## config.mk

```make
export PLATFORM = sky130hd
export DESIGN_NAME = screen_sequencer
export DESIGN_NICKNAME = d
export VERILOG_FILES = /design/src/rtl/screen_sequencer.sv
export SDC_FILE = /design/constraint.sdc
export NUM_CORES = 1
export LEC_CHECK = 0
export BUFFER_PORTS_ARGS = -buffer_cell sky130_fd_sc_hd__buf_4
export CAP_MARGIN = 5
export CORE_MARGIN = 2
export CORE_UTILIZATION = 45
export DETAILED_ROUTE_END_ITERATION = 16
export PLACE_DENSITY = 0.71
export SYNTH_ARGS = -nofsm -noshare
export SYNTH_HDL_FRONTEND = slang
export SYNTH_SLANG_ARGS = --single-unit
```

## constraint.sdc

```tcl
create_clock -name clk -period 4.55 [get_ports clk]
set_clock_uncertainty 0.2 [all_clocks]
set_input_delay 0.455 -clock clk [delete_from_list [all_inputs] [get_ports clk]]
set_output_delay 0.455 -clock clk [all_outputs]
set_load 0.01 [all_outputs]
```

## src/rtl/screen_sequencer.sv

```systemverilog
// Game-phase sequencer: IDLE -> GET_READY -> PLAY -> TIMES_UP -> LEADERBOARD.
// Drives one-hot overlay selects, the play-clock seconds count and a round_done pulse.
module screen_sequencer #(
  parameter int FPS            = 60,
  parameter int READY_FRAMES   = 180,
  parameter int PLAY_SECONDS   = 60,
  parameter int TIMESUP_FRAMES = 120
) (
  input  logic       clk,
  input  logic       resetn,
  input  logic       frame_tick,
  input  logic       start,
  input  logic       abort,
  output logic       get_ready,
  output logic       times_up,
  output logic       leaderboard,
  output logic       playing,
  output logic [6:0] seconds_left,
  output logic       round_done
);

  typedef enum logic [2:0] {
    S_IDLE        = 3'd0,
    S_GET_READY   = 3'd1,
    S_PLAY        = 3'd2,
    S_TIMES_UP    = 3'd3,
    S_LEADERBOARD = 3'd4
  } state_t;

  localparam logic [8:0] READY_LAST   = 9'(READY_FRAMES - 1);
  localparam logic [8:0] TIMESUP_LAST = 9'(TIMESUP_FRAMES - 1);
  localparam logic [5:0] FPS_LAST     = 6'(FPS - 1);
  localparam logic [6:0] PLAY_LOAD    = 7'(PLAY_SECONDS);

  state_t     state_q, state_d;
  logic [8:0] frame_cnt_q, frame_cnt_d;
  logic [5:0] sec_div_q, sec_div_d;
  logic [6:0] seconds_left_q, seconds_left_d;
  logic       get_ready_q, get_ready_d;
  logic       times_up_q, times_up_d;
  logic       leaderboard_q, leaderboard_d;
  logic       playing_q, playing_d;
  logic       round_done_q, round_done_d;

  always_comb begin
    state_d        = state_q;
    frame_cnt_d    = frame_cnt_q;
    sec_div_d      = sec_div_q;
    seconds_left_d = seconds_left_q;
    round_done_d   = 1'b0;

    if (abort) begin
      state_d        = S_IDLE;
      frame_cnt_d    = '0;
      sec_div_d      = '0;
      seconds_left_d = PLAY_LOAD;
    end else begin
      case (state_q)
        S_IDLE: begin
          // A frame_tick coincident with start is deliberately not counted.
          if (start) begin
            state_d     = S_GET_READY;
            frame_cnt_d = '0;
          end
        end
        S_GET_READY: begin
          if (frame_tick) begin
            if (frame_cnt_q == READY_LAST) begin
              state_d        = S_PLAY;
              frame_cnt_d    = '0;
              sec_div_d      = '0;
              seconds_left_d = PLAY_LOAD;
            end else begin
              frame_cnt_d = frame_cnt_q + 9'd1;
            end
          end
        end
        S_PLAY: begin
          if (frame_tick) begin
            if (sec_div_q == FPS_LAST) begin
              sec_div_d = '0;
              if (seconds_left_q != 7'd0) begin
                seconds_left_d = seconds_left_q - 7'd1;
              end
              if (seconds_left_q <= 7'd1) begin
                state_d      = S_TIMES_UP;
                frame_cnt_d  = '0;
                round_done_d = 1'b1;
              end
            end else begin
              sec_div_d = sec_div_q + 6'd1;
            end
          end
        end
        S_TIMES_UP: begin
          seconds_left_d = '0;
          if (frame_tick) begin
            if (frame_cnt_q == TIMESUP_LAST) begin
              state_d     = S_LEADERBOARD;
              frame_cnt_d = '0;
            end else begin
              frame_cnt_d = frame_cnt_q + 9'd1;
            end
          end
        end
        S_LEADERBOARD: begin
          if (start) begin
            state_d     = S_GET_READY;
            frame_cnt_d = '0;
          end
        end
        default: begin
          state_d        = S_IDLE;
          frame_cnt_d    = '0;
          sec_div_d      = '0;
          seconds_left_d = PLAY_LOAD;
        end
      endcase
    end

    // Selects follow next-state so they flip on the same edge as the state register.
    get_ready_d   = (state_d == S_GET_READY);
    times_up_d    = (state_d == S_TIMES_UP);
    leaderboard_d = (state_d == S_LEADERBOARD);
    playing_d     = (state_d == S_PLAY);
  end

  always_ff @(posedge clk or negedge resetn) begin
    if (!resetn) begin
      state_q        <= S_IDLE;
      frame_cnt_q    <= '0;
      sec_div_q      <= '0;
      seconds_left_q <= PLAY_LOAD;
      get_ready_q    <= 1'b0;
      times_up_q     <= 1'b0;
      leaderboard_q  <= 1'b0;
      playing_q      <= 1'b0;
      round_done_q   <= 1'b0;
    end else begin
      state_q        <= state_d;
      frame_cnt_q    <= frame_cnt_d;
      sec_div_q      <= sec_div_d;
      seconds_left_q <= seconds_left_d;
      get_ready_q    <= get_ready_d;
      times_up_q     <= times_up_d;
      leaderboard_q  <= leaderboard_d;
      playing_q      <= playing_d;
      round_done_q   <= round_done_d;
    end
  end

  assign get_ready    = get_ready_q;
  assign times_up     = times_up_q;
  assign leaderboard  = leaderboard_q;
  assign playing      = playing_q;
  assign seconds_left = seconds_left_q;
  assign round_done   = round_done_q;

endmodule

```

* Word level (Yosys, flattened, before mapping)
Index checks and enable logic that the tools add are counted.
** Storage, ports and cells
- Register bits after elaboration :: 30
- Input port bits :: 5
- Output and inout port bits :: 12
- Logic and storage cells :: 79
** Operators by class
- Add/subtract/negate cells :: 3
- $lt $le $gt $ge :: 1
- Equality and inequality tests :: 21
- Muxes and demuxes :: 38
- Reduce and logical (&&, ||, !) cells :: 7
** Operators by type and width (count)
- 9-bit two-way mux :: 9
- 7-bit two-way mux :: 6
- 9-bit case mux with 4 select lines :: 1
- 6-bit two-way mux :: 5
- 7-bit case mux with 4 select lines :: 1
- 3-bit two-way mux :: 9
- 3-bit inequality test, second input constant :: 7
- 6-bit case mux with 3 select lines :: 1
- 3-bit by 2-bit equality test with 1-bit output, second input constant :: 4
- 3-bit case mux with 4 select lines :: 1
- 6-bit AND reduction :: 2
- 9-bit by 1-bit adder with 9-bit output, second input constant :: 1
- 9-bit by 7-bit equality test with 1-bit output, second input constant :: 1
- 9-bit by 8-bit equality test with 1-bit output, second input constant :: 1
- 7-bit by 1-bit less-or-equal comparator with 1-bit output, second input constant :: 1
- 7-bit nonzero test :: 1
- 7-bit by 1-bit subtractor with 7-bit output, second input constant :: 1
- 6-bit by 1-bit adder with 6-bit output, second input constant :: 1
- 3-bit by 1-bit equality test with 1-bit output, second input constant :: 2
- 3-bit equality test, second input constant :: 2
- 6-bit equality test, second input constant :: 1
- 1-bit two-way mux :: 5
- 2-bit by 1-bit inequality test with 1-bit output, second input constant :: 2
- 4-bit AND reduction :: 1
- 4 further kinds :: 4

* Logic depth before layout (Yosys ltp)
Gate-level depths: netlist of the first run.
- Depth in word-level cells :: 7
- Mapped depth :: 8

* Least setup slack after synthesis of the first run
No wires, ideal clock.
- Path type :: reg2reg
- Start point :: register seconds_left_q[4], in the netlist seconds_left[4]
- End point :: register frame_cnt_q[4]
- Library setup time :: 0.090 ns
- Data arrival time :: 1.808 ns
- Required time :: 4.260 ns
- Path slack :: 2.452 ns
- Cell stages (with the launch flop) :: 7
- Buffers on the path :: 1
- Clock period less this slack :: 2.098 ns
- Cell sequence :: dfstp_2 -> or4_4 -> nor4_4 -> o22ai_2 -> nand2b_4 -> buf_6 -> o31ai_4
** Between the ends
- Word-level cells in the longest chain between the ends :: 3
** RTL lines
- from (decl) :: line 38 : logic [6:0] seconds_left_q, seconds_left_d;
- from (signal assigned) :: line 143 : seconds_left_q <= seconds_left_d;
- 7-bit by 1-bit less-or-equal comparator with 1-bit output :: line 85 : if (seconds_left_q <= 7'd1) begin
- 3-bit inequality test (no line)
- 6-bit AND reduction (no line)
- to (signal assigned) :: line 141 : frame_cnt_q <= frame_cnt_d;
- to (decl) :: line 36 : logic [8:0] frame_cnt_q, frame_cnt_d;
No other way between the ends.
A chain may end at the register's enable or synchronous reset.

* Final worst setup path of the first run
- Start point :: register state_q[2]
- End point :: register sec_div_q[5]
** Between the ends
- Word-level cells in the longest chain between the ends :: 4
- Elaborated cells on any way between the ends :: 13
- Those cells by class :: eq/ne: 8; mux: 2; reduce/logical: 3
** RTL lines
- from (decl) :: line 35 : state_t state_q, state_d;
- from (signal assigned) :: line 140 : state_q <= state_d;
- 3-bit equality test, or another cell as far along :: line 58 : case (state_q)
- 3-bit OR reduction (no line)
- 6-bit case mux with 3 select lines or 2-bit by 1-bit inequality test with 1-bit output (tied branches)
- 6-bit two-way mux or 4-bit AND reduction (tied branches)
- to (signal assigned) :: line 142 : sec_div_q <= sec_div_d;
- to (decl) :: line 37 : logic [5:0] sec_div_q, sec_div_d;
Several ways; a longest one is shown, not always the timed one.

==> flow_summary_export.csv, run 1 <==
group,metric,value,unit
clock_network,cts_max_path_buffers,2,
yosys,avgSynthCellArea,9.39,µm²
worst_setup_path,max_stage_delay,0.58,ns
power,p_switching,0.141,mW
run,drv_cap,0,
power,ir_drop,0.118,mV
route,drc_errors,0,
floorplan,die-area,0.00448,mm²
yosys,synth_edf_count,0,
clock_network,cts-root-buf,"clkbuf_8",
yosys,syn_area,0.00178,mm²
grt,grt_pass1_vias,1473,
cells_and_area,drive_gt1_share,17.7,%
min_path,hp-class,"input port to flop",
timing,worst_pin_slew,0.562,ns
yosys,synth_ff_type,"dfrtp_1",
grt,grt_pass1_wl,6.58,mm
route,routed_wl,3.88,mm
power,total_power,0.547,mW
worst_setup_path,crit_family,"compound AO/OA/AOI/OAI gates",
timing,setup_ws,2.13,ns
timing,setup_viol,0,
grt,grt_max_degree,31,
timing,rsz0062_at_grt,"no",
timing,tns,0,ns
timing,max_freq,414,MHz
clock_network,clk_latency,0.28,ns
cells_and_area,final_area,0.00202,mm²
placed_design,place_area,0.00194,mm²
floorplan,die_y,67.0,µm
yosys,synth-seq-cells,30,
floorplan,core,0.00374,mm²
route,drt_iter0_markers,150,
clock_network,clkTransAtPathRegs,0.06,ns
timing,timing.final.crit_share,53.1,%
worst_setup_path,path_cells,"nor4b_2, a21boi_0, nand2b_1, o41ai_1",
placed_design,place.gp.congestion,0.801,
power,power_leakage,0.806,nW
power,switching_share,25.8,%
yosys,synth_cell_types,58,
timing,hold_violations,0,
clock_network,cts_resized,0,
yosys,async_reset_ff_share,100,%
yosys,ys_seq_area_share,42.4,%
placed_design,hpwl,2.75,mm
floorplan,die_w,67.0,µm
worst_setup_path,crit_fanout,14,
worst_setup_path,critPathLaunchType,"flop",
yosys,synthCells,190,
timing,relSlewSlack,62.2,%
worst_setup_path,crit_required,4.52,ns
route,wl_per_cell,15.1,µm
outcome,status,"completed",
power,p_comb_share,10.7,%
grt,overflow,0,
yosys,ys_warn_count,0,
grt,antenna_found_initial,0,
power,pwr_density_cell,270,mW/mm²
cells_and_area,syn_to_final_growth,13.3,%
route,ant_nets,0,
route,vias,1512,
power,p_int,0.406,mW
floorplan,rows,22,
clock_network,clock_sinks,30,
route,dr.pass1.iters,4,
worst_setup_path,path_buf_inv,0,
power,clockPowerShare,36.7,%
worst_setup_path,worstPathArrival,2.39,ns
placed_design,numPortBuffers,16,
cells_and_area,diodes,0,
clock_network,numCtsBuffers,5,
grt,groute.usage.overall,19.4,%
yosys,yosysTopAreaCell,"dfrtp_1",
cells_and_area,fin_nets,218,
worst_setup_path,crit_type,"flop to flop",
route,via_per_inst,5.88,
timing,slew_viol_final,0,
power,p_seq_share,52.6,%
clock_network,cts_tree,"yes",
clock_network,cts_max_level,2,
yosys,syn_nets,199,
worst_setup_path,end_kind,"flop",
floorplan,start_util,47.7,%
worst_setup_path,cpMaxStageDelayCell,"nor4b_2",
timing,fin_crit,2.42,ns
floorplan,io_pins,17,
yosys,synth.top_cells.by_area,"dfrtp_1 36%, dfstp_2 5.9%, o21ai_0 4.2%, nand2_1 4.0%, nand3_1 3.1%",
yosys,synth_top_area_share,36.5,%
placed_design,dp_slack,2.12,ns
==> worst register-to-register path: cells and delay by family, from the launching register on <==
family             cells  cell delay [ns]
AOI/OAI and AO/OA      2             0.79
DFF                    1             0.53
and+or+nand+nor        2             0.78
==> sequential cells by signal (all words and copies together) (netlist names) <==
name and cells:
frame_cnt_q 9, state_q 3, playing 1, seconds_left 7, times_up 1, round_done 1, get_ready 1, leaderboard 1
sec_div_q 6
==> Yosys cell counts (all sizes together) (3+ instances only) <==
master and instances:
dfrtp 26, or3 3, nor4 3, ha 4, buf 3, inv 12, dfstp 4, nand2 19
o22ai 6, nand3 11, nand2b 8, a21oi 9, nor3 4, and2 6, nor2 8, o31ai 4
o21ai 18
==> power groups by stage <==
stage | sequential, mW | clock, mW | combinational, mW
after floorplan | 0.292 | 0 | 0.0331
after global placement | 0.292 | 0 | 0.0578
after detailed placement | 0.292 | 0 | 0.0585
after CTS | 0.287 | 0.202 | 0.0592
after global routing | 0.288 | 0.218 | 0.0665
final | 0.287 | 0.201 | 0.0585
==> kinds of logic after synthesis <==
kind of cell	after synthesis	share of synthesized area (%)
fa+ha+maj	4	2.81
compound gates	55	21.5
simple gates	82	28.1
buf+inv	17	4.14
mux	2	1.12
flops	30	42.4
==> per-stage QoR <==
| step | hold slack, ns | utilization [%] | cells |
|---|---|---|---|
| after global placement | 0.206 | 51.7 | 249 |
| final | 0.264 | 54.0 | 257 |
| after global routing | 0.267 | 54.0 | 257 |
| after floorplan | -0.0406 | - | 190 |
| after CTS | 0.256 | 54.0 | 257 |
| after detailed placement | 0.210 | 51.7 | 249 |
==> cell type report <==
type | instances | area, µm²
multi-input cells | 143 | 955
clock buffers | 7 | 76.3
fillers | 355 | 1720
flip-flops and latches | 30 | 756
repair buffers | 17 | 130
inverters | 12 | 45.0
well taps | 48 | 60.1
==> final timing paths <==
kind | to | cells past startpoint | slack [ns] | startpoint
setup / recovery | sec_div_q[5]$_DFFE_PN0P_ | 4 | 2.13 | state_q[2]$_DFF_PN0_
hold / removal | round_done$_DFF_PN0_ | 2 | 0.26 | abort
setup reg to reg | sec_div_q[5]$_DFFE_PN0P_ | 4 | 2.13 | state_q[2]$_DFF_PN0_
hold reg to reg | frame_cnt_q[0]$_DFFE_PN0P_ | 1 | 0.31 | frame_cnt_q[0]$_DFFE_PN0P_
max in group asynchronous | seconds_left[3]$_DFFE_PN1P_ | 2 | 3.39 | resetn
min in group asynchronous | sec_div_q[1]$_DFFE_PN0P_ | 2 | 0.44 | resetn
==> what timing repair did <==
action / CTS / global route
setup buffers: 0 / 0
hold endpoints to repair: 26 / 0
hold buffers: 1 / 0
==> layer usage <==
layer / track usage (%) / part of all wire [%] / vias to the layer above
li1: - / - / 738
met1: 23.7 / 46 / 730
met2: 32.9 / 49 / 37
met3: 5.24 / 4.6 / 7
met4: 6.38 / 1.1 / 0
met5: 0 / 0 / -
==> cells in the final DEF, fill, tap and decap left out, drive strengths merged, types with 4 or more instances in the layout <==
cell    Yosys  final
dfrtp      26     26
a21oi       9      9
nand3      11     11
nor3        4      4
o22ai       6      6
dfstp       4      4
clkbuf      2      7
buf         3     16
ha          4      4
nand2b      8      8
o21ai      18     18
nor2        8      8
inv        12     12
and2        6      6
nand2      19     19
o31ai       4      4
Power figures use the tool's default switching activity.
==> run 2: changes to the inputs <==
--- a/config.mk
+++ b/config.mk
@@ -5,12 +5,13 @@
 export SDC_FILE = /design/constraint.sdc
 export NUM_CORES = 1
 export LEC_CHECK = 0
+export ABC_AREA = 1
 export BUFFER_PORTS_ARGS = -buffer_cell sky130_fd_sc_hd__buf_4
 export CAP_MARGIN = 5
 export CORE_MARGIN = 2
 export CORE_UTILIZATION = 45
 export DETAILED_ROUTE_END_ITERATION = 16
-export PLACE_DENSITY = 0.71
+export PLACE_DENSITY = 0.73
 export SYNTH_ARGS = -nofsm -noshare
 export SYNTH_HDL_FRONTEND = slang
 export SYNTH_SLANG_ARGS = --single-unit
==> constraint.sdc (replaced) <==
create_clock -name clk -period 2.22 [get_ports clk]
set_clock_uncertainty 0.2 [all_clocks]
set_input_delay 0.222 -clock clk [delete_from_list [all_inputs] [get_ports clk]]
set_output_delay 0.222 -clock clk [all_outputs]
set_load 0.01 [all_outputs]
==> run 2 against run 1 <==
Register-to-register slack worse by 1.9 ns; die area up 7.3%; combinational power rose to 2.8 times the previous value; largest cell class unchanged; largest power group unchanged; highest routed layer unchanged.
==> flow_summary_export.csv, run 2 <==
group,metric,value,unit
yosys,async_reset_ff_share,100,%
cells_and_area,final_core_util,54.1,%
min_path,hp-class,"input port to flop",
yosys,synthTopCellsByCount,"98 x nand2_1, 36 x inv_1, 33 x nor2_1",
clock_network,cts_max_path_buffers,2,
yosys,avgSynthCellArea,6.99,µm²
cells_and_area,drive_gt1_share,15.7,%
timing,rsz0062_at_grt,"no",
timing,slew_viol_final,0,
yosys,synth_edf_count,0,
worst_setup_path,rr_worst_depth,7,
power,ir_drop,0.326,mV
clock_network,numCtsBuffers,5,
power,power_leakage,1.17,nW
clock_network,clock_sinks,30,
worst_setup_path,r2r-start,"frame_cnt_q[0]$_DFFE_PN0P_",
min_path,whs_path_depth,4,
worst_setup_path,r2r_slack,0.28,ns
route,dr.pass1.iters,4,
route,routed_wl,4.04,mm
yosys,ys_seq_area_share,39.3,%
timing,worst_pin_slew,0.429,ns
yosys,syn_area,0.00192,mm²
cells_and_area,fin_cells,350,
cells_and_area,layout_commonest_cell,"nand2_1",
placed_design,numPortBuffers,16,
timing,setup_viol,0,
power,pwr_density_cell,534,mW/mm²
worst_setup_path,path_cells,"dlygate4sd3_1, buf_4, inv_2, nand3_1, inv_1, o21ai_0, nand2_1, o21ai_0",
timing,hold_violations,0,
yosys,synth-seq-cells,30,
route,drc_errors,0,
route,vias,1759,
placed_design,dp_cells,340,
cells_and_area,top_register,"frame_cnt_q",
placed_design,hpwl,2.98,mm
worst_setup_path,cpMaxStageDelayCell,"dlygate4sd3_1",
cells_and_area,syn_to_final_growth,14.2,%
floorplan,die_y,69.4,µm
yosys,synthCells,275,
cells_and_area,final_area,0.00220,mm²
worst_setup_path,crit_required,2.16,ns
route,ant_nets,0,
route,via_per_inst,5.03,
route,drt_iter0_markers,127,
worst_setup_path,crit_family,"buffers and inverters",
worst_setup_path,worstPathArrival,1.93,ns
clock_network,cts-root-buf,"clkbuf_8",
floorplan,rows,23,
grt,overflow,0,
worst_setup_path,r2r-end,"sec_div_q[3]$_DFFE_PN0P_",
placed_design,dp_slack,0.293,ns
run,drv_cap,0,
grt,antenna_found_initial,0,
floorplan,die-area,0.00481,mm²
cells_and_area,layout_common_cells,"98 x nand2_1, 36 x inv_1, 33 x nor2_1",
timing,fin_crit,1.99,ns
power,total_power,1.17,mW
yosys,synth_ff_type,"dfrtp_1",
clock_network,cts_max_level,2,
clock_network,clk_latency,0.28,ns
worst_setup_path,end_kind,"flop",
route,wl_per_cell,11.5,µm
placed_design,place.gp.congestion,0.873,
yosys,syn_nets,284,
timing,hold_slack,0.0520,ns
timing,relSlewSlack,71.3,%
worst_setup_path,crit_type,"input port to flop",
yosys,synth.top_cells.by_area,"dfrtp_1 34%, nand2_1 19%, inv_1 7.0%, nand3_1 6.8%, nor2_1 6.4%",
floorplan,io_pins,17,
timing,timing.final.crit_share,89.7,%
cells_and_area,largest_register_ffs,9,
grt,grt_pass1_vias,1631,
worst_setup_path,max_stage_delay,0.53,ns
min_path,min-delay-start,"start",
grt,groute.usage.overall,18.0,%
yosys,yosysMostFrequentCell,"nand2_1",
worst_setup_path,path_buf_inv,4,
grt,grt_max_degree,31,
yosys,synth_top_area_share,33.8,%
clock_network,cts_tree,"yes",
worst_setup_path,critPathLaunchType,"input port",
timing,setup_ws,0.229,ns
worst_setup_path,crit_top_cell,"o21ai_0",
worst_setup_path,crit_fanout,12,
placed_design,place_area,0.00209,mm²
min_path,whs_endpoint,"state_q[2]$_DFF_PN0_",
clock_network,clkTransAtPathRegs,0.07,ns
timing,tns,0,ns
cells_and_area,fin_nets,308,
floorplan,start_util,47.4,%
grt,grt_pass1_wl,7.06,mm
floorplan,die_w,69.4,µm
outcome,status,"completed",
cells_and_area,diodes,0,
timing,max_freq,502,MHz
yosys,yosysTopAreaCell,"dfrtp_1",
yosys,synth_cell_types,24,
floorplan,core,0.00406,mm²
yosys,ys_warn_count,0,
run 2: changes by cell type after synthesis, moves of 7 or more:
cell,change
nand3_1,+15
o21ai_0,-7
nand2_1,+79
nor2_1,+25
nand2b_1,-7
inv_1,+24
run 2: cell type report:
cell class | instances | area, µm²
Multi-Input combinational cell | 206 | 1010
Inverter | 38 | 143
Tap cell | 50 | 62.6
Clock inverter | 2 | 10.0
Fill cell | 395 | 1860
Clock buffer | 6 | 72.6
Timing Repair Buffer | 18 | 140
Sequential cell | 30 | 756
run 2: timing repair:
item                                   CTS  global route
endpoints found under the hold margin   33             0
hold buffers                             2             0
setup buffers                            0             0
resized for setup                        0             0
run 2: cell families (layout without fill, tap and decap cells):
family,count (synthesis),in the layout,synth area share [%]
AOI/OAI and AO/OA,19,19,6.77
xor gates and xnor gates,7,7,3.19
adders and majority gates,4,4,2.60
buffers and inverters,39,64,8.00
DFF,30,30,39.3
and+or+nand+nor,176,176,40.1
run 2: power by group:
| group | switching, mW | internal [mW] | total (mW) |
|---|---|---|---|
| Sequential | 0.0175 | 0.570 | 0.587 |
| Clock | 0.207 | 0.217 | 0.424 |
| Combinational | 0.106 | 0.0560 | 0.162 |
run 2: worst max-delay path by stage:
stage,from,to,depth (start not counted)
finish,abort,sec_div_q[3]$_DFFE_PN0P_,8
global route,abort,sec_div_q[5]$_DFFE_PN0P_,8
CTS,abort,sec_div_q[3]$_DFFE_PN0P_,8
detailed placement,frame_cnt_q[0]$_DFFE_PN0P_,sec_div_q[3]$_DFFE_PN0P_,7
global placement,frame_cnt_q[0]$_DFFE_PN0P_,sec_div_q[2]$_DFFE_PN0P_,8
floorplan,seconds_left[0]$_DFFE_PN0P_,seconds_left[0]$_DFFE_PN0P_,10
run 2: worst register-to-register path, stage by stage (launching register included):
cell and delay (ns):
dfrtp_1 0.41, ha_1 0.22, nand2_1 0.06, nor2_1 0.14, nand2_1 0.10, o21ai_0 0.16, nand2_1 0.29, o21ai_0 0.28
run 2: per-layer routing:
layer  wire length (µm)  track usage [%]  vias up
met1               1890             22.7      817
met4                 70             7.63        0
met2               1950             29.7       28
met5                  0                0        -
met3                130             3.92        8
li1                   -                -      906
==> run 3: changes to the inputs <==
--- a/config.mk
+++ b/config.mk
@@ -11,7 +11,7 @@
 export CORE_MARGIN = 2
 export CORE_UTILIZATION = 45
 export DETAILED_ROUTE_END_ITERATION = 16
-export PLACE_DENSITY = 0.73
+export PLACE_DENSITY = 0.71
 export SYNTH_ARGS = -nofsm -noshare
 export SYNTH_HDL_FRONTEND = slang
 export SYNTH_SLANG_ARGS = --single-unit
==> constraint.sdc (replaced) <==
create_clock -name clk -period 1.99 [get_ports clk]
set_clock_uncertainty 0.2 [all_clocks]
set_input_delay 0.199 -clock clk [delete_from_list [all_inputs] [get_ports clk]]
set_output_delay 0.199 -clock clk [all_outputs]
set_load 0.01 [all_outputs]
==> run 3 against run 2 <==
Critical path depth is 3 higher; clock power rose by 20%; power rose by 15%; cell area increased by 2.3%; sequential share of layout area shrank 0.77 points; hold slack got worse by 0.019 ns; flip-flop and latch count unchanged; critical endpoint is now seconds_left[0]$_DFFE_PN0P_.
==> flow_summary_export.csv, run 3 (same netlist as run 2, synthesis figures left out) <==
group,metric,value,unit
clock_network,clk_latency,0.29,ns
route,routed_wl,4.12,mm
worst_setup_path,critPathLaunchType,"input port",
cells_and_area,layout_commonest_cell,"nand2_1",
cells_and_area,largest_register_ffs,9,
cells_and_area,final_core_util,55.4,%
timing,max_freq,533,MHz
placed_design,hpwl,3.05,mm
min_path,whs_path_depth,4,
cells_and_area,syn_to_final_growth,16.9,%
timing,hold_violations,0,
worst_setup_path,end_kind,"flop",
min_path,whs_endpoint,"playing$_DFF_PN0_",
floorplan,rows,23,
floorplan,die_y,69.4,µm
worst_setup_path,crit_required,2.02,ns
worst_setup_path,crit_fanout,10,
timing,fin_crit,1.88,ns
grt,groute.usage.overall,18.3,%
min_path,min-delay-start,"start",
clock_network,clock_sinks,30,
floorplan,die-area,0.00481,mm²
route,wl_per_cell,11.7,µm
floorplan,core,0.00406,mm²
worst_setup_path,r2r-end,"frame_cnt_q[4]$_DFFE_PN0P_",
grt,grt_max_degree,31,
route,drc_errors,0,
grt,grt_pass1_vias,1618,
cells_and_area,top_register,"frame_cnt_q",
power,pwr_density_cell,602,mW/mm²
clock_network,cts_tree,"yes",
timing,tns,0,ns
timing,timing.final.crit_share,94.4,%
timing,slew_viol_final,0,
worst_setup_path,worstPathArrival,1.91,ns
cells_and_area,drive_gt1_share,18.2,%
cells_and_area,fin_nets,311,
route,vias,1766,
clock_network,cts_max_path_buffers,2,
route,ant_nets,0,
route,dr.pass1.iters,4,
cells_and_area,regArea,756,µm²
timing,relSlewSlack,75.0,%
timing,worst_pin_slew,0.376,ns
cells_and_area,diodes,0,
route,via_per_inst,5.00,
floorplan,start_util,47.4,%
run,drv_cap,0,
placed_design,numPortBuffers,16,
timing,setup_viol,0,
cells_and_area,layout_common_cells,"96 x nand2_1, 36 x inv_1, 31 x nor2_1",
worst_setup_path,r2r_slack,0.18,ns
cells_and_area,fillers,398,
clock_network,cts-root-buf,"clkbuf_8",
power,power_leakage,1.19,nW
clock_network,cts_max_level,2,
grt,antenna_found_initial,0,
cells_and_area,final_area,0.00225,mm²
clock_network,numCtsBuffers,5,
worst_setup_path,rr_worst_depth,9,
floorplan,io_pins,17,
placed_design,place_area,0.00211,mm²
outcome,status,"completed",
timing,rsz0062_at_grt,"no",
power,ir_drop,0.374,mV
floorplan,die_w,69.4,µm
grt,grt_pass1_wl,7.00,mm
worst_setup_path,r2r-start,"sec_div_q[0]$_DFFE_PN0P_",
worst_setup_path,crit_type,"input port to flop",
route,drt_iter0_markers,74,
cells_and_area,multi_input_area,0.00104,mm²
clock_network,clkTransAtPathRegs,0.07,ns
power,total_power,1.35,mW
min_path,hp-class,"input port to flop",
grt,overflow,0,
placed_design,place.gp.congestion,0.869,
[run 3: changes by cell type in the layout (fill, tap and decap cells not counted), sizes merged]
cell / previous run / this run
nand2: 102 / 103
buf: 16 / 18
clkinv: 2 / 1
clkbuf: 6 / 7
[run 3: critical path, stage by stage]
cell and delay [ns]:
dlygate4sd3_1 0.53, buf_4 0.17, inv_2 0.16, nand2_2 0.10, nor3_4 0.19, inv_2 0.10, nor2_2 0.16, nor2_2 0.08
nand2_4 0.10, nand2_1 0.07, nand2_1 0.06
[run 3: worst max path at each step]
stage	start	endpoint	slack [ns]	depth (start not counted)
floorplan	seconds_left[0]$_DFFE_PN0P_	seconds_left[0]$_DFFE_PN0P_	0.32	10
global placement	frame_cnt_q[0]$_DFFE_PN0P_	sec_div_q[2]$_DFFE_PN0P_	0.16	8
detailed placement	frame_cnt_q[0]$_DFFE_PN0P_	sec_div_q[1]$_DFFE_PN0P_	0.1	8
CTS	abort	sec_div_q[5]$_DFFE_PN0P_	0.07	8
global route	abort	seconds_left[0]$_DFFE_PN0P_	0.02	11
finish	abort	seconds_left[0]$_DFFE_PN0P_	0.11	11
[run 3: report_power, final]
part           leakage (nW)  switching [mW]  total (mW)  internal (mW)
logic                 0.735           0.123       0.187         0.0642
registers             0.403          0.0205       0.656          0.636
clock network        0.0482           0.230       0.509          0.278
[run 3: stage by stage]
stage / instances / worst slack (ns) / hold WS, ns
3_3_place_gp: 342 / 0.158 / -0.0477
4_1_cts: 352 / 0.0729 / 0.0261
6_report: 353 / 0.112 / 0.0331
3_5_place_dp: 342 / 0.0983 / -0.0455
2_1_floorplan: 275 / 0.320 / -0.297
5_1_grt: 353 / 0.0205 / 0.0480
[run 3: cell type report]
class	instances	share of cell area, %
Clock buffer	7	3.84
Clock inverter	1	0.223
Timing Repair Buffer	20	6.90
Tap cell	50	2.78
Inverter	38	6.35
Multi-Input combinational cell	207	46.3
Sequential cell	30	33.6
[run 3: layer usage]
metal  vias up  wire [µm]  GRT usage (%)
met2        23       1960           29.7
met3         7        118           3.92
met4         0         87           8.50
li1        909          -              -
met5         -          0              0
met1       827       1950           23.3
[run 3: timing repair]
item,4_1_cts,5_1_grt
resized for setup,0,8
setup endpoints to repair,0,19
hold buffers,2,0
hold endpoints to repair,33,0
buffers inserted,0,0
